--- src/rtl/mips_ctrl_pkg.sv ---
// Shared encodings for the multicycle MIPS control unit: states, opcodes,
// datapath select codes, trap causes and the bundled control-output struct.
package mips_ctrl_pkg;

  typedef enum logic [3:0] {
    S_FETCH  = 4'd0,
    S_DECODE = 4'd1,
    S_EXEC_M = 4'd2,
    S_MEM_L  = 4'd3,
    S_WB_L   = 4'd4,
    S_MEM_S  = 4'd5,
    S_EXEC_R = 4'd6,
    S_WB_R   = 4'd7,
    S_EXEC_B = 4'd8,
    S_EXEC_J = 4'd9,
    S_EXEC_I = 4'd10,
    S_WB_I   = 4'd11,
    S_TRAP   = 4'd15
  } state_e;

  localparam logic [5:0] OP_RTYPE = 6'b000000;
  localparam logic [5:0] OP_LW    = 6'b100011;
  localparam logic [5:0] OP_SW    = 6'b101011;
  localparam logic [5:0] OP_BEQ   = 6'b000100;
  localparam logic [5:0] OP_BNE   = 6'b000101;
  localparam logic [5:0] OP_ADDI  = 6'b001000;
  localparam logic [5:0] OP_J     = 6'b000010;
  localparam logic [5:0] OP_JAL   = 6'b000011;
  localparam logic [5:0] FUNCT_JR = 6'b001000;

  typedef enum logic [1:0] {
    ALU_ADD   = 2'b00,
    ALU_SUB   = 2'b01,
    ALU_FUNCT = 2'b10
  } alu_op_e;

  typedef enum logic [1:0] {
    ALU_B_RT    = 2'b00,
    ALU_B_FOUR  = 2'b01,
    ALU_B_SIMM  = 2'b10,
    ALU_B_SHIFT = 2'b11
  } alu_b_e;

  typedef enum logic [1:0] {
    PC_SRC_ALU    = 2'b00,
    PC_SRC_ALUOUT = 2'b01,
    PC_SRC_JUMP   = 2'b10,
    PC_SRC_RS     = 2'b11
  } pc_src_e;

  typedef enum logic [1:0] {
    WB_SRC_ALUOUT = 2'b00,
    WB_SRC_MDR    = 2'b01,
    WB_SRC_PC     = 2'b10
  } mem_to_reg_e;

  typedef enum logic [1:0] {
    DST_RT = 2'b00,
    DST_RD = 2'b01,
    DST_RA = 2'b10
  } reg_dst_e;

  typedef enum logic [1:0] {
    CAUSE_NONE    = 2'b00,
    CAUSE_ILLEGAL = 2'b01,
    CAUSE_TIMEOUT = 2'b10
  } trap_cause_e;

  // One-hot instruction class; exactly one flag is set for any opcode.
  typedef struct packed {
    logic is_r;
    logic is_jr;
    logic is_lw;
    logic is_sw;
    logic is_beq;
    logic is_bne;
    logic is_addi;
    logic is_j;
    logic is_jal;
    logic illegal;
  } instr_class_t;

  typedef struct packed {
    logic        pc_write;
    logic        pc_write_cond;
    logic        branch_ne;
    logic        iord;
    logic        mem_read;
    logic        mem_write;
    logic        ir_write;
    mem_to_reg_e mem_to_reg;
    reg_dst_e    reg_dst;
    pc_src_e     pc_source;
    alu_op_e     alu_op;
    logic        alu_src_a;
    alu_b_e      alu_src_b;
    logic        reg_write;
    logic        instr_retired;
  } ctrl_t;

endpackage

--- src/rtl/mips_opcode_decode.sv ---
// Combinational opcode/funct decoder producing one-hot instruction class flags.
module mips_opcode_decode
  import mips_ctrl_pkg::*;
(
  input  logic [31:0]  instr,
  output instr_class_t cls
);

  logic [5:0] opcode;
  logic [5:0] funct;
  logic       unused_fields;

  assign opcode        = instr[31:26];
  assign funct         = instr[5:0];
  assign unused_fields = ^instr[25:6];

  always_comb begin
    // NOTE: every output gets a default before the case so no path leaves it unassigned (no latch).
    cls = '0;
    case (opcode)
      OP_RTYPE: begin
        if (funct == FUNCT_JR) cls.is_jr = 1'b1;
        else                   cls.is_r  = 1'b1;
      end
      OP_LW:   cls.is_lw   = 1'b1;
      OP_SW:   cls.is_sw   = 1'b1;
      OP_BEQ:  cls.is_beq  = 1'b1;
      OP_BNE:  cls.is_bne  = 1'b1;
      OP_ADDI: cls.is_addi = 1'b1;
      OP_J:    cls.is_j    = 1'b1;
      OP_JAL:  cls.is_jal  = 1'b1;
      default: cls.illegal = 1'b1;
    endcase
  end

endmodule

--- src/rtl/multicycle_ctrl.sv ---
// Multicycle MIPS control unit: owns the state register, waits on memory with
// a timeout, traps on illegal opcodes/timeouts and counts retired instructions.
module multicycle_ctrl
  import mips_ctrl_pkg::*;
#(
  parameter int MEM_TIMEOUT = 16,
  parameter int CNT_W       = 32,
  parameter int STATE_W     = 4
) (
  input  logic               cclk,
  input  logic               rst,
  input  logic [31:0]        instr,
  input  logic               mem_ready,
  output logic [STATE_W-1:0] state,
  output logic               pc_write,
  output logic               pc_write_cond,
  output logic               branch_ne,
  output logic               iord,
  output logic               mem_read,
  output logic               mem_write,
  output logic               ir_write,
  output logic [1:0]         mem_to_reg,
  output logic [1:0]         reg_dst,
  output logic [1:0]         pc_source,
  output logic [1:0]         alu_op,
  output logic               alu_src_a,
  output logic [1:0]         alu_src_b,
  output logic               reg_write,
  output logic               trap,
  output logic [1:0]         trap_cause,
  output logic               instr_retired,
  output logic [CNT_W-1:0]   retired_count
);

  localparam int TMO_W = (MEM_TIMEOUT > 1) ? $clog2(MEM_TIMEOUT) : 1;
  localparam logic [TMO_W-1:0] TMO_LAST = TMO_W'((MEM_TIMEOUT > 0) ? MEM_TIMEOUT - 1 : 0);

  state_e           state_q, state_d;
  trap_cause_e      cause_q, cause_d;
  logic [TMO_W-1:0] tmo_q, tmo_d;
  logic [CNT_W-1:0] count_q, count_d;

  instr_class_t cls;
  ctrl_t        ctrl;
  ctrl_t        ctrl_o;
  logic         waiting;
  logic         retire;

  mips_opcode_decode u_decode (
    .instr (instr),
    .cls   (cls)
  );

  always_comb begin
    state_d = state_q;
    cause_d = cause_q;
    ctrl    = '0;
    waiting = 1'b0;

    case (state_q)
      S_FETCH: begin
        ctrl.mem_read  = 1'b1;
        ctrl.alu_src_b = ALU_B_FOUR;
        ctrl.alu_op    = ALU_ADD;
        if (mem_ready) begin
          ctrl.ir_write = 1'b1;
          ctrl.pc_write = 1'b1;
          state_d       = S_DECODE;
        end else begin
          waiting = 1'b1;
        end
      end
      S_DECODE: begin
        ctrl.alu_src_b = ALU_B_SHIFT;
        ctrl.alu_op    = ALU_ADD;
        if (cls.illegal) begin
          state_d = S_TRAP;
          cause_d = CAUSE_ILLEGAL;
        end
        else if (cls.is_r)                          state_d = S_EXEC_R;
        else if (cls.is_j | cls.is_jal | cls.is_jr) state_d = S_EXEC_J;
        else if (cls.is_beq | cls.is_bne)           state_d = S_EXEC_B;
        else if (cls.is_lw | cls.is_sw)             state_d = S_EXEC_M;
        else if (cls.is_addi)                       state_d = S_EXEC_I;
      end
      S_EXEC_M: begin
        ctrl.alu_src_a = 1'b1;
        ctrl.alu_src_b = ALU_B_SIMM;
        state_d        = cls.is_sw ? S_MEM_S : S_MEM_L;
      end
      S_MEM_L: begin
        ctrl.iord     = 1'b1;
        ctrl.mem_read = 1'b1;
        if (mem_ready) state_d = S_WB_L;
        else           waiting = 1'b1;
      end
      S_MEM_S: begin
        ctrl.iord      = 1'b1;
        ctrl.mem_write = 1'b1;
        if (mem_ready) state_d = S_FETCH;
        else           waiting = 1'b1;
      end
      S_WB_L: begin
        ctrl.reg_write  = 1'b1;
        ctrl.mem_to_reg = WB_SRC_MDR;
        ctrl.reg_dst    = DST_RT;
        state_d         = S_FETCH;
      end
      S_EXEC_R: begin
        ctrl.alu_src_a = 1'b1;
        ctrl.alu_op    = ALU_FUNCT;
        state_d        = S_WB_R;
      end
      S_WB_R: begin
        ctrl.reg_write = 1'b1;
        ctrl.reg_dst   = DST_RD;
        state_d        = S_FETCH;
      end
      S_EXEC_I: begin
        ctrl.alu_src_a = 1'b1;
        ctrl.alu_src_b = ALU_B_SIMM;
        state_d        = S_WB_I;
      end
      S_WB_I: begin
        ctrl.reg_write = 1'b1;
        ctrl.reg_dst   = DST_RT;
        state_d        = S_FETCH;
      end
      S_EXEC_B: begin
        ctrl.alu_src_a     = 1'b1;
        ctrl.alu_op        = ALU_SUB;
        ctrl.pc_write_cond = 1'b1;
        ctrl.pc_source     = PC_SRC_ALUOUT;
        ctrl.branch_ne     = cls.is_bne;
        state_d            = S_FETCH;
      end
      S_EXEC_J: begin
        ctrl.pc_write  = 1'b1;
        ctrl.pc_source = cls.is_jr ? PC_SRC_RS : PC_SRC_JUMP;
        // JAL links PC+4 (already in PC) into $31 before the jump lands.
        if (cls.is_jal) begin
          ctrl.reg_write  = 1'b1;
          ctrl.reg_dst    = DST_RA;
          ctrl.mem_to_reg = WB_SRC_PC;
        end
        state_d = S_FETCH;
      end
      S_TRAP: state_d = S_TRAP;
      default: state_d = S_FETCH;
    endcase

    // A ready arriving on the last allowed cycle took the completion branch above.
    if (waiting && (MEM_TIMEOUT != 0) && (tmo_q == TMO_LAST)) begin
      state_d = S_TRAP;
      cause_d = CAUSE_TIMEOUT;
    end

    retire             = (state_d == S_FETCH) && (state_q != S_FETCH);
    ctrl.instr_retired = retire;

    if (state_d != state_q)                 tmo_d = '0;
    else if (waiting && (MEM_TIMEOUT != 0)) tmo_d = tmo_q + TMO_W'(1);
    else                                    tmo_d = tmo_q;

    count_d = retire ? count_q + CNT_W'(1) : count_q;
  end

  always_ff @(posedge cclk) begin
    // NOTE: state elements use non-blocking assignment so every flop samples pre-edge values.
    if (rst) begin
      state_q <= S_FETCH;
      cause_q <= CAUSE_NONE;
      tmo_q   <= '0;
      count_q <= '0;
    end else begin
      state_q <= state_d;
      cause_q <= cause_d;
      tmo_q   <= tmo_d;
      count_q <= count_d;
    end
  end

  assign ctrl_o        = rst ? '0 : ctrl;
  assign state         = rst ? STATE_W'(S_FETCH) : STATE_W'(state_q);
  assign trap          = !rst && (state_q == S_TRAP);
  assign trap_cause    = rst ? CAUSE_NONE : cause_q;
  assign retired_count = rst ? '0 : count_q;

  assign pc_write      = ctrl_o.pc_write;
  assign pc_write_cond = ctrl_o.pc_write_cond;
  assign branch_ne     = ctrl_o.branch_ne;
  assign iord          = ctrl_o.iord;
  assign mem_read      = ctrl_o.mem_read;
  assign mem_write     = ctrl_o.mem_write;
  assign ir_write      = ctrl_o.ir_write;
  assign mem_to_reg    = ctrl_o.mem_to_reg;
  assign reg_dst       = ctrl_o.reg_dst;
  assign pc_source     = ctrl_o.pc_source;
  assign alu_op        = ctrl_o.alu_op;
  assign alu_src_a     = ctrl_o.alu_src_a;
  assign alu_src_b     = ctrl_o.alu_src_b;
  assign reg_write     = ctrl_o.reg_write;
  assign instr_retired = ctrl_o.instr_retired;

endmodule
--- config.mk ---
export PLATFORM = sky130hd
export DESIGN_NAME = multicycle_ctrl
export DESIGN_NICKNAME = d
export VERILOG_FILES = /design/src/rtl/mips_ctrl_pkg.sv /design/src/rtl/mips_opcode_decode.sv /design/src/rtl/multicycle_ctrl.sv
export SDC_FILE = /design/constraint.sdc
export NUM_CORES = 1
export LEC_CHECK = 0
export ABC_AREA = 1
export CAP_MARGIN = 20
export CORE_UTILIZATION = 40
export CTS_CLUSTER_SIZE = 14
export DETAILED_ROUTE_END_ITERATION = 6
export DONT_BUFFER_PORTS = 1
export GPL_TIMING_DRIVEN = 0
export HOLD_SLACK_MARGIN = 0.03
export SKIP_CTS_REPAIR_TIMING = 1
export SYNTH_ARGS = -nofsm -noshare
export SYNTH_HDL_FRONTEND = slang
export SYNTH_SLANG_ARGS = --single-unit
--- constraint.sdc ---
create_clock -name cclk -period 2.29 [get_ports cclk]
set_input_delay 0.1145 -clock cclk [delete_from_list [all_inputs] [get_ports cclk]]
set_output_delay 0.1145 -clock cclk [all_outputs]
set_load 0.005 [all_outputs]
After elaboration in Yosys (flattened, before gate mapping)
Cells that the tools add are included.
- register bits after elaboration: 42
- bits of input ports: 35
- output and inout bits: 59
- logic and storage cells: 103
- add/subtract/negate cells: 2
- equality and inequality tests: 23
- multiplexer cells: 48
- bitwise gates (word level): 5
- reductions and logical operators: 20
- operators by type and width (cell ; number):
    two-way mux 4 bit ; 12
    adder 32 x 1 -> 32 bit (second input constant) ; 1
    two-way mux 32 bit ; 1
    one-hot mux 4 bit (8 select lines) ; 1
    equality test 4 bit (second input constant) ; 6
    two-way mux 20 bit ; 1
    two-way mux 1 bit ; 19
    equality test 4 x 3 -> 1 bit (second input constant) ; 4
    one-hot mux 2 bit (2 select lines) ; 4
    equality test 6 x 2 -> 1 bit (second input constant) ; 2
    equality test 6 x 3 -> 1 bit (second input constant) ; 2
    equality test 6 x 4 -> 1 bit (second input constant) ; 2
    equality test 6 bit (second input constant) ; 2
    two-way mux 2 bit ; 6
    OR reduction 2 bit ; 5
    equality test 4 x 2 -> 1 bit (second input constant) ; 2
    logical NOT 4 bit ; 2
    OR reduction 8 bit ; 1
    logical NOT 6 bit ; 1
    one-hot mux 2 bit (3 select lines) ; 1
    OR reduction 3 bit ; 2
    adder 4 x 1 -> 4 bit (second input constant) ; 1
    equality test 4 x 1 -> 1 bit (second input constant) ; 1
    != test 4 bit ; 1
    11 further kinds ; 18

Depth between registers and ports, before layout
Gate-level depths: netlist of the first run.
- depth after elaboration: 13
- mapped depth: 14
- mapped depth without buffers: 14

Hierarchy
From an unflattened synthesis of the first run, not the netlist that was laid out.
- cells, all modules: 613
- area, all modules: 3495.9 um^2
- by module, submodules not included (module ; instances ; cells an instance ; area each (um^2) ; sequential area each (um^2)):
    multicycle_ctrl ; 1 ; 574 ; 3299.4 ; 840.8
    mips_opcode_decode ; 1 ; 39 ; 196.4 ; 0.0

Worst setup path before layout of the first run
Ideal clock, no wire load.
- kind: register to register
- start point: register state_q[3]
- end point: register count_q[2]
- setup time: 0.115 ns
- arrival: 1.616 ns
- data required time: 2.175 ns
- path slack: 0.559 ns
- stages on the path, launching flop included: 12
- buffers on the path: 1
- clock period less this slack: 1.731 ns
- cell sequence: dfxtp_1 nor2_2 inv_2 nor2_1 inv_1 nor2_1 nor3_4 nand4_4 nand2_4 buf_4 a21oi_1 nor2_1
- cells in the longest elaborated chain, start to end: 10
- elaborated cells between the ends (all ways): 25
- classes of those cells: eq/ne: 7; mux: 12; reduce/logical: 6
- RTL lines (element ; RTL line ; source):
    from (decl) ; multicycle_ctrl.sv:38 ; state_e state_q, state_d;
    from (signal assigned) ; multicycle_ctrl.sv:176 ; state_q <= state_d;
    two-way mux 4 bit ; multicycle_ctrl.sv:84 ; else if (cls.is_addi) state_d = S_EXEC_I;
    two-way mux 4 bit ; multicycle_ctrl.sv:83 ; else if (cls.is_lw | cls.is_sw) state_d = S_EXEC_M;
    two-way mux 4 bit ; multicycle_ctrl.sv:82 ; else if (cls.is_beq | cls.is_bne) state_d = S_EXEC_B;
    two-way mux 4 bit ; multicycle_ctrl.sv:81 ; else if (cls.is_j | cls.is_jal | cls.is_jr) state_d = S_EXEC_J;
    two-way mux 4 bit ; multicycle_ctrl.sv:80 ; else if (cls.is_r) state_d = S_EXEC_R;
    two-way mux 4 bit ; multicycle_ctrl.sv:76 ; if (cls.illegal) begin
    one-hot mux 4 bit (8 select lines) ; multicycle_ctrl.sv:60 ; case (state_q)
    two-way mux 4 bit ; multicycle_ctrl.sv:153 ; if (waiting && (MEM_TIMEOUT != 0) && (tmo_q == TMO_LAST)) begin
    logical NOT 4 bit ; multicycle_ctrl.sv:158 ; retire = (state_d == S_FETCH) && (state_q != S_FETCH);
    logical AND 1 bit * ; multicycle_ctrl.sv:158 ;
    to (signal assigned) ; multicycle_ctrl.sv:179 ; count_q <= count_d;
    to (decl) ; multicycle_ctrl.sv:41 ; logic [CNT_W-1:0] count_q, count_d;
Mark *: on every way between the ends. The rest lies on a longest branch, timed or not.
A chain may end at the register's enable or synchronous reset.

Worst setup path after layout of the first run
- start point: register state_q[2]
- end point: output port instr_retired
- cells in the longest elaborated chain, start to end: 11
- elaborated cells between the ends (all ways): 26
- classes of those cells: eq/ne: 7; mux: 13; reduce/logical: 6
- RTL lines (element ; RTL line ; source):
    two-way mux 4 bit ; multicycle_ctrl.sv:84 ;
    two-way mux 4 bit ; multicycle_ctrl.sv:83 ;
    two-way mux 4 bit ; multicycle_ctrl.sv:82 ;
    two-way mux 4 bit ; multicycle_ctrl.sv:81 ;
    two-way mux 4 bit ; multicycle_ctrl.sv:80 ;
    two-way mux 4 bit ; multicycle_ctrl.sv:76 ;
    one-hot mux 4 bit (8 select lines) ; multicycle_ctrl.sv:60 ;
    two-way mux 4 bit ; multicycle_ctrl.sv:153 ;
    logical NOT 4 bit ; multicycle_ctrl.sv:158 ;
    logical AND 1 bit * ; multicycle_ctrl.sv:158 ;
    two-way mux 20 bit * ; multicycle_ctrl.sv:183 ; assign ctrl_o = rst ? '0 : ctrl;
    to (decl) ; multicycle_ctrl.sv:31 ; output logic instr_retired,
Marks and branches as above.

==> qor.yml, run 1 <==
die:
  die_w_um: 91.28
  design.core.area_um2: 7727
  start_util_pct: 41.26
  die-area_um2: 8331
  rows: 32
  die_h_um: 91.28
  ios: 94
sta:
  tightestPinTransition_ns: 0.6424
  finalSetupViolCount: 0
  rsz0062_at_grt: "no"
  finalWorstSetupSlack_ns: 0.1680
  period_needed_ns: 2.122
  fin_tns_setup_ns: 0
  fmax_ghz: 0.4713
  fin_crit_sh_pct: 92.66
  fin_worst_skew_ns: 0.01065
  drv_slew: 0
  holdWs_ns: 0.08538
  relSlewSlack_pct: 56.78
  final_hold_viol_count: 0
clock_tree:
  cts.sinks: 42
  clock_path_buffers: 2
  cts_root_buffer: "clkbuf_8"
  clkTransAtPathRegs_ns: 0.07
  cts_buffers: 5
  htreeDepth: 2
  clk_latency_ns: 0.29
  cts_tree: "built"
global_route:
  grt_pass1_wl_um: 15460
  antenna_found_initial: 0
  grt_pass1_vias: 3079
  grt_max_degree: 12
  grt-ovfl-total: 0
  grt_use_total_pct: 23.12
detailed_routing:
  viasPerCell: 5.100
  dr.pass1.iters: 4
  drc: 0
  drt-initial-drc-count: 223
  vias: 3325
  ant_nets: 0
  totalWireLength_um: 9236
  wl_per_cell_um: 14.17
worst_setup_path:
  crit_required_ns: 2.18
  criticalPathCategory: "reg -> out"
  timing.rr.start: "state_q[0]$_SDFF_PP0_"
  crit_fanout: 10
  reg2regPathDepth: 13
  cp-start-kind: "flip-flop"
  r2r_slack_ns: 0.20
  reg2reg_to: "count_q[3]$_SDFFE_PP0P_"
  critical_path_arrival_ns: 2.01
  worstSetupEndpointType: "output pin"
synth:
  ys_async_sr_fraction_pct: 0
  netlist_area_um2: 3188
  ys_seq_area_share_pct: 26.37
  syn_inst: 540
  yosysTopAreaCellShare_pct: 26.37
  syn-num-nets: 577
  yosys_warnings: 0
  synth_edf_count: 0
  ys_types: 33
  synth_common_cells: "nor2_1 (113), nand2_1 (109), inv_1 (77)"
  synth.area.top_cells: "dfxtp_1 (26%), nor2_1 (13%), nand2_1 (13%)"
  yosys_most_used_dff: "dfxtp_1"
  ys_ff_latch: 42
  syn_area_per_cell_um2: 5.904
  synth_largest_area_cell: "dfxtp_1"
  synth.most_common_cell: "nor2_1"
finish:
  nets: 587
  diodes: 0
  design_area_um2: 3430
  fill_cells: 848
  drive_gt1_share_pct: 6.909
  syn2layout_area_growth_pct: 7.575
power_and_ir_drop:
  clockPowerShare_pct: 17.8
  power_density_nw_per_um2: 746.3
  intPower_uw: 1394
  seq_power_share_pct: 34.1
  swShare_pct: 45.56
  p_total_uw: 2560
  max-vdd-ir-drop_v: 0.0004950
  leakagePower_uw: 0.001398
  pwr-share-comb_pct: 48.2
  power_switching_uw: 1166
outcome:
  status: "finished clean"
worst_hold_path:
  min_path_cells: 3
  hp-start: "rst"
  hold_path_end: "count_q[0]$_SDFFE_PP0P_"
  min_path_type: "in -> reg"
placement:
  place.detailed.hpwl_um: 7409
  place_worst_setup_slack_ns: 0.2105
  portBuffers: 0
  gp_congestion: 0.9586
  placed_area_um2: 3316
job:
  drv_cap: 0
-- how the worst max path moves through the flow --
stage | from | to | cells past startpoint
6_report | state_q[2]$_SDFF_PP0_ | instr_retired | 10
5_1_grt | count_q[4]$_SDFFE_PP0P_ | count_q[25]$_SDFFE_PP0P_ | 8
4_1_cts | state_q[0]$_SDFF_PP0_ | instr_retired | 11
3_5_place_dp | state_q[0]$_SDFF_PP0_ | count_q[14]$_SDFFE_PP0P_ | 10
3_3_place_gp | state_q[0]$_SDFF_PP0_ | count_q[8]$_SDFFE_PP0P_ | 12
2_1_floorplan | state_q[3]$_SDFF_PP0_ | count_q[2]$_SDFFE_PP0P_ | 11
-- state kept, by name, indices dropped and copies added (netlist names) --
name / cells
cause_q: 2
tmo_q: 4
count_q: 32
state_q: 4
-- cell usage in the layout (no fill, tap or decap), types with 4 or more instances in the layout --
master	synthesis	routed
inv_1	77	77
o21ai_1	4	4
buf_4	4	7
nand3_1	53	53
a21oi_1	38	38
dfxtp_1	42	40
nand4_1	7	7
nor3_1	15	14
inv_2	5	5
clkbuf_8	0	5
nor2_1	113	112
nor4_1	11	11
xor2_1	24	24
nand2_1	109	109
buf_2	4	4
clkbuf_1	7	9
-- through the flow --
| stage | instances | utilization [%] |
|---|---|---|
| CTS | 649 | 43.90 |
| finish | 652 | 44.38 |
| global placement | 642 | 42.91 |
| global route | 652 | 44.38 |
| detailed placement | 642 | 42.91 |
| floorplan | 540 | - |
-- logic make-up (layout without fill, tap and decap cells) --
logic type	after synthesis	after routing	synth area share, %
muxes	1	1	0.3140
buffers and inverters	99	109	12.28
DFF	42	42	26.37
adders and majority gates	2	2	0.7848
and+or+nand+nor	324	324	45.72
xor gates and xnor gates	25	25	6.868
AOI/OAI and AO/OA	47	47	7.653
-- final cells by class --
cell class | instances | area [um2] | share of cell area (%)
Multi-Input combinational cell | 399 | 1968 | 57.39
Sequential cell | 42 | 843.3 | 24.59
Inverter | 82 | 307.8 | 8.975
Tap cell | 102 | 127.6 | 3.721
Buffer | 17 | 83.83 | 2.444
Clock buffer | 7 | 76.32 | 2.225
Timing Repair Buffer | 3 | 22.52 | 0.6567
-- critical path, stage by stage, from the launching register on --
cell and delay [ns]:
dfxtp_2 0.40, inv_1 0.12, nand2_1 0.13, nor2_1 0.06, nor2_1 0.22, nand2_1 0.08
inv_1 0.11, nand4_4 0.23, nand2_4 0.17, nand2_1 0.10, inv_1 0.10
-- per-layer routing --
layer  up-vias  GRT usage, %  part of all wire, %
met2        70         36.17                   45
met3         8         3.601                  5.4
li1       1717             -                    -
met4         0         6.481                  1.2
met5         -             0                    0
met1      1530         32.69                   48
-- power by group through the flow --
| stage | sequential [uW] | combinational [uW] | clock [uW] |
|---|---|---|---|
| 6_report | 872 | 1230 | 454 |
| 5_1_grt | 881 | 1380 | 497 |
| 4_1_cts | 862 | 1170 | 476 |
| 3_5_place_dp | 879 | 1170 | 0 |
| 3_3_place_gp | 879 | 1170 | 0 |
| 2_1_floorplan | 863 | 911 | 0 |
Power figures use the tool's default switching activity.
==> inputs of run 2 (changes only) <==
--- a/config.mk
+++ b/config.mk
@@ -6,14 +6,15 @@
 export NUM_CORES = 1
 export LEC_CHECK = 0
 export ABC_AREA = 1
+export BUFFER_PORTS_ARGS = -buffer_cell sky130_fd_sc_hd__clkbuf_2
 export CAP_MARGIN = 20
 export CORE_UTILIZATION = 40
 export CTS_CLUSTER_SIZE = 14
 export DETAILED_ROUTE_END_ITERATION = 6
-export DONT_BUFFER_PORTS = 1
 export GPL_TIMING_DRIVEN = 0
 export HOLD_SLACK_MARGIN = 0.03
 export SKIP_CTS_REPAIR_TIMING = 1
+export SLEW_MARGIN = 0
 export SYNTH_ARGS = -nofsm -noshare
 export SYNTH_HDL_FRONTEND = slang
 export SYNTH_SLANG_ARGS = --single-unit
==> qor.yml, run 2 (same netlist as run 1, synthesis figures left out) <==
finish:
  nets: 665  # +13%
  syn2layout_area_growth_pct: 20.37
  final_cell_mix: "nor2_1 (111), nand2_1 (109), inv_1 (77)"
  top_regs: "count_q x32, state_q x4, tmo_q x4"
  drive_gt1_share_pct: 18.95  # +12 points
  final_common_cell: "nor2_1"
  fill_cells: 846  # -0.24%
  design_area_um2: 3837  # +12%
  seq_area_um2: 845.8  # +0.30%
  diodes: 0  # unchanged
  largest_reg_flops: 32  # unchanged
  multiInputGateArea_um2: 1971  # +0.13%
  largest_register: "count_q"
outcome:
  status: "finished clean"
power_and_ir_drop:
  seq_power_share_pct: 32.0  # -2.1 points
  max-vdd-ir-drop_v: 0.0003549  # -28%
  power_density_nw_per_um2: 712.7  # -4.5%
  leakagePower_uw: 0.001753  # +25%
  intPower_uw: 1501  # +7.7%
  pwr-share-comb_pct: 51.2  # +3.0 points
  power_switching_uw: 1233  # +5.8%
  swShare_pct: 45.10  # -0.45 points
  clockPowerShare_pct: 16.8  # -1.0 points
worst_setup_path:
  worstPathCellList: "inv_2 -> nand2_2 -> inv_2 -> nand2_1 -> nand2_1 -> nor3_4 -> nand4_4 -> nand2_4 -> nand2_1 -> inv_1 -> clkbuf_2"
  critical_path_arrival_ns: 1.99  # -0.02 ns
  crit_fanout: 7  # -3
  worstSetupEndpointType: "output pin"
  cp-start-kind: "flip-flop"
  worst_path_max_delay_cell: "dfxtp_2"
  cpMostUsedCell: "nand2_1"
  crit_required_ns: 2.18  # about the same
  criticalPathCategory: "reg -> out"
  critPathMaxStageDelay_ns: 0.39  # about the same
global_route:
  antenna_found_initial: 0  # unchanged
  grt_max_degree: 12  # unchanged
  grt_pass1_wl_um: 16220  # +4.9%
  busiest_layer: "met2"
  grt_pass1_vias: 3325  # +8.0%
  grt_util_met2_pct: 37.31  # +1.1 points
  grt-ovfl-total: 0  # unchanged
  grt_use_total_pct: 24.43  # +1.3 points
  grt_util_met1_pct: 36.24  # +3.6 points
  gr-usage-met3_pct: 3.099  # -0.50 points
placement:
  portBuffers: 73  # +73
  place.detailed.hpwl_um: 8041  # +8.5%
  gp_congestion: 0.9448  # -1.4%
  placed_area_um2: 3681  # +11%
detailed_routing:
  wl_per_cell_um: 13.64  # -3.7%
  vias: 3663  # +10%
  dr.pass1.iters: 4  # unchanged
  totalWireLength_um: 9955  # +7.8%
  drt-initial-drc-count: 233  # +4.5%
  viasPerCell: 5.018  # -1.6%
  ant_nets: 0  # unchanged
  drc: 0  # unchanged
sta:
  holdWs_ns: 0.2670  # +0.1816 ns
  fmax_ghz: 0.4742  # +0.63%
  relSlewSlack_pct: 60.71  # +3.9 points
  final_hold_viol_count: 0  # unchanged
  drv_slew: 0  # unchanged
  tightestPinTransition_ns: 0.5839  # -0.05845 ns
  finalSetupViolCount: 0  # unchanged
  rsz0062_at_grt: "no"
  fin_worst_skew_ns: 0.005536  # -0.005111 ns
  fin_crit_sh_pct: 92.08  # -0.58 points
  period_needed_ns: 2.109  # -0.01333 ns
job:
  drv_cap: 0  # unchanged
die:
  die_w_um: 91.28  # unchanged
  rows: 32  # unchanged
  start_util_pct: 41.26  # unchanged
  ios: 94  # unchanged
  die_h_um: 91.28  # unchanged
  design.core.area_um2: 7727  # unchanged
  die-area_um2: 8331  # unchanged
clock_tree:
  cts_tree: "built"
  cts_buffers: 5  # unchanged
  clock_path_buffers: 2  # unchanged
  cts_root_buffer: "clkbuf_8"
  htreeDepth: 2  # unchanged
  clkTransAtPathRegs_ns: 0.07  # about the same
  clk_latency_ns: 0.30  # about the same
  cts.sinks: 42  # unchanged
worst_hold_path:
  min_path_type: "in -> reg"
[run 2: changes by cell type in the layout (fill, tap and decap cells not counted)]
cell | before | now
clkbuf_2 | 0 | 73
buf_4 | 7 | 12
dfxtp_1 | 40 | 38
dfxtp_2 | 2 | 4
nor2_1 | 112 | 111
nor2_2 | 3 | 4
[run 2: per-stage QoR]
step	power [uW]	setup WS, ns	utilization, %	TNS [ns]	cells
after floorplan	1774	0.5590	-	0	540
after global placement	2160	0.1678	47.64	0	715
after detailed placement	2168	0.1595	47.64	0	715
after CTS	2624	-0.1056	48.62	-0.1056	722
after global routing	2921	0.04178	49.66	0	730
final	2735	0.1814	49.66	0	730
[run 2: area by class of cell]
type                    count  area share [%]
multi-input cells         399           51.35
flip-flops and latches     42           22.04
repair buffers             81           11.09
inverters                  82           8.021
well taps                 102           3.326
plain buffers              17           2.185
clock buffers               7           1.989
[run 2: routing by layer]
metal	up-vias	routed length, um
met5	-	0
met4	0	97
met2	102	4367
met3	10	427
li1	1878	-
met1	1673	5063
[run 2: worst max-delay path: cells and delay by family (launching register included)]
| kind | cells | cell delay, ns |
|---|---|---|
| buffers and inverters | 4 | 0.33 |
| flip-flops | 1 | 0.39 |
| AND/OR/NAND/NOR | 7 | 0.99 |
[run 2: power groups by stage]
stage          combinational [uW]  sequential, uW  clock [uW]
6_report                     1400             876         458
2_1_floorplan                 911             863           0
5_1_grt                      1540             884         492
4_1_cts                      1290             862         471
3_5_place_dp                 1290             879           0
3_3_place_gp                 1280             879           0
[run 2: worst paths after layout]
path | slack, ns | end | cells after the start | start
min | 0.27 | count_q[0]$_SDFFE_PP0P_ | 4 | rst
min reg2reg | 0.47 | cause_q[0]$_SDFFE_PP0P_ | 2 | cause_q[0]$_SDFFE_PP0P_
max reg2reg | 0.27 | count_q[9]$_SDFFE_PP0P_ | 10 | state_q[2]$_SDFF_PP0_
max | 0.18 | instr_retired | 11 | state_q[0]$_SDFF_PP0_
==> inputs of run 3 (changes only) <==
--- a/config.mk
+++ b/config.mk
@@ -6,7 +6,7 @@
 export NUM_CORES = 1
 export LEC_CHECK = 0
 export ABC_AREA = 1
-export BUFFER_PORTS_ARGS = -buffer_cell sky130_fd_sc_hd__clkbuf_2
+export BUFFER_PORTS_ARGS = -buffer_cell sky130_fd_sc_hd__buf_2
 export CAP_MARGIN = 20
 export CORE_UTILIZATION = 40
 export CTS_CLUSTER_SIZE = 14
==> qor.yml, run 3 (same netlist as run 1, synthesis figures left out) <==
worst_setup_path:
  crit_required_ns: 2.18  # about the same
  startpoint: "state_q[2]$_SDFF_PP0_"
  timing.rr.start: "state_q[2]$_SDFF_PP0_"
  cp-start-kind: "flip-flop"
  cp_top_family: "simple AND/OR/NAND/NOR gates"
  worstPathCellList: "inv_1 -> nor2_2 -> nand2_1 -> nand3_2 -> nand4_4 -> nand4_4 -> nand2_4 -> nand2_1 -> inv_1 -> buf_2"
  worst_path_max_delay_cell: "dfxtp_2"
  criticalPathCategory: "reg -> out"
  critical_path_arrival_ns: 2.01  # +0.02 ns
  worstSetupEndpointType: "output pin"
  crit_fanout: 10  # +3
  crit_buf_inv: 3  # -1
  critPathMaxStageDelay_ns: 0.40  # about the same
power_and_ir_drop:
  swShare_pct: 44.73  # -0.37 points
  p_total_uw: 2755  # +0.75%
  clockPowerShare_pct: 18.1  # +1.3 points
  power_density_nw_per_um2: 716.6  # +0.55%
  seq_power_share_pct: 31.9  # about the same
  max-vdd-ir-drop_v: 0.0004003  # +13%
  power_switching_uw: 1232  # about the same
  intPower_uw: 1523  # +1.4%
  leakagePower_uw: 0.001807  # +3.1%
  pwr-share-comb_pct: 50.0  # -1.2 points
detailed_routing:
  wl_per_cell_um: 13.86  # +1.6%
  vias: 3638  # -0.68%
  totalWireLength_um: 10120  # +1.6%
  drt-initial-drc-count: 241  # +3.4%
  viasPerCell: 4.984  # -0.68%
  dr.pass1.iters: 5  # +1
  drc: 0  # unchanged
  ant_nets: 0  # unchanged
sta:
  tightestPinTransition_ns: 0.5701  # -0.01381 ns
  relSlewSlack_pct: 61.64  # +0.93 points
  final_hold_viol_count: 0  # unchanged
  period_needed_ns: 2.123  # +0.01480 ns
  finalSetupViolCount: 0  # unchanged
  fin_worst_skew_ns: 0.01156  # +0.006025 ns
  rsz0062_at_grt: "no"
  drv_slew: 0  # unchanged
  fin_tns_setup_ns: 0  # unchanged
  fin_crit_sh_pct: 92.73  # +0.65 points
  fmax_ghz: 0.4709  # -0.70%
finish:
  nets: 664  # -0.15%
  top_regs: "count_q x32, state_q x4, tmo_q x4"
  diodes: 0  # unchanged
  syn2layout_area_growth_pct: 20.60
  drive_gt1_share_pct: 19.11  # +0.16 points
  largest_register: "count_q"
  largest_reg_flops: 32  # unchanged
  design_area_um2: 3845  # +0.20%
  fill_cells: 865  # +2.2%
  fin_cells: 730  # unchanged
  final_cell_mix: "nor2_1 (111), nand2_1 (109), inv_1 (77), buf_2 (77), nand3_1 (53)"
  final_common_cell: "nor2_1"
worst_hold_path:
  hp-start: "rst"
  min_path_type: "in -> reg"
global_route:
  grt_max_degree: 13  # +1
  busiest_layer: "met2"
  grt_use_total_pct: 24.92  # +0.50 points
  gr-usage-met3_pct: 4.271  # +1.2 points
  grt_util_met2_pct: 37.63  # +0.32 points
  grt-ovfl-total: 0  # unchanged
  grt_util_met1_pct: 37.37  # +1.1 points
  antenna_found_initial: 0  # unchanged
  grt_pass1_vias: 3329  # +0.12%
  grt_pass1_wl_um: 16630  # +2.6%
clock_tree:
  clk_latency_ns: 0.29  # about the same
  cts.sinks: 42  # unchanged
  htreeDepth: 2  # unchanged
  clkTransAtPathRegs_ns: 0.07  # about the same
  clock_path_buffers: 2  # unchanged
  cts_tree: "built"
  cts_root_buffer: "clkbuf_8"
  cts_buffers: 5  # unchanged
placement:
  dp.cells: 715  # unchanged
  gp_congestion: 0.9251  # -2.1%
  portBuffers: 73  # unchanged
  place.detailed.hpwl_um: 8088  # +0.59%
  placed_area_um2: 3681  # unchanged
outcome:
  status: "finished clean"
die:
  die_h_um: 91.28  # unchanged
  start_util_pct: 41.26  # unchanged
  ios: 94  # unchanged
  rows: 32  # unchanged
  die_w_um: 91.28  # unchanged
  design.core.area_um2: 7727  # unchanged
  die-area_um2: 8331  # unchanged
job:
  drv_cap: 0  # unchanged
[run 3: cell type report]
class,count,area [um2],share of cell area (%)
timing repair buffer,80,417.9,10.87
buffer,17,83.83,2.180
multi-input combinational,399,1971,51.25
sequential,42,845.8,22.00
tap,102,127.6,3.319
inverter,82,307.8,8.005
clock buffer,7,86.33,2.245
clock inverter,1,5.005,0.1302
[run 3: metrics by stage]
step / setup slack, ns / hold slack (ns) / util, %
final: 0.1665 / 0.2665 / 49.76
after global routing: 0.01262 / 0.2918 / 49.76
after CTS: -0.1105 / 0.2458 / 48.82
after detailed placement: 0.1509 / 0.4668 / 47.64
after global placement: 0.1671 / 0.4537 / 47.64
after floorplan: 0.5590 / 0.2676 / -
[run 3: per-layer routing]
layer | share of wire [%] | up-vias
met3 | 5.5 | 4
met1 | 50 | 1664
li1 | - | 1879
met2 | 44 | 91
met4 | 0.54 | 0
met5 | 0 | -
[run 3: power groups by stage]
stage	sequential [uW]	combinational, uW	clock, uW
5_1_grt	888	1530	538
6_report	878	1380	499
2_1_floorplan	863	911	0
4_1_cts	864	1290	514
3_3_place_gp	879	1280	0
3_5_place_dp	881	1290	0
[run 3: tightest hold or removal path: cells and delay by family]
| family | cells | cell delay [ns] |
|---|---|---|
| AND/OR/NAND/NOR | 1 | 0.11 |
| buffers and inverters | 2 | 0.20 |
| AO/OA/AOI/OAI | 1 | 0.07 |
[run 3: worst paths after layout]
kind	cells after the start	endpoint	slack, ns
setup / recovery	10	instr_retired	0.17
hold / removal	4	count_q[0]$_SDFFE_PP0P_	0.27
setup reg to reg	10	count_q[5]$_SDFFE_PP0P_	0.26
hold reg to reg	2	cause_q[0]$_SDFFE_PP0P_	0.47
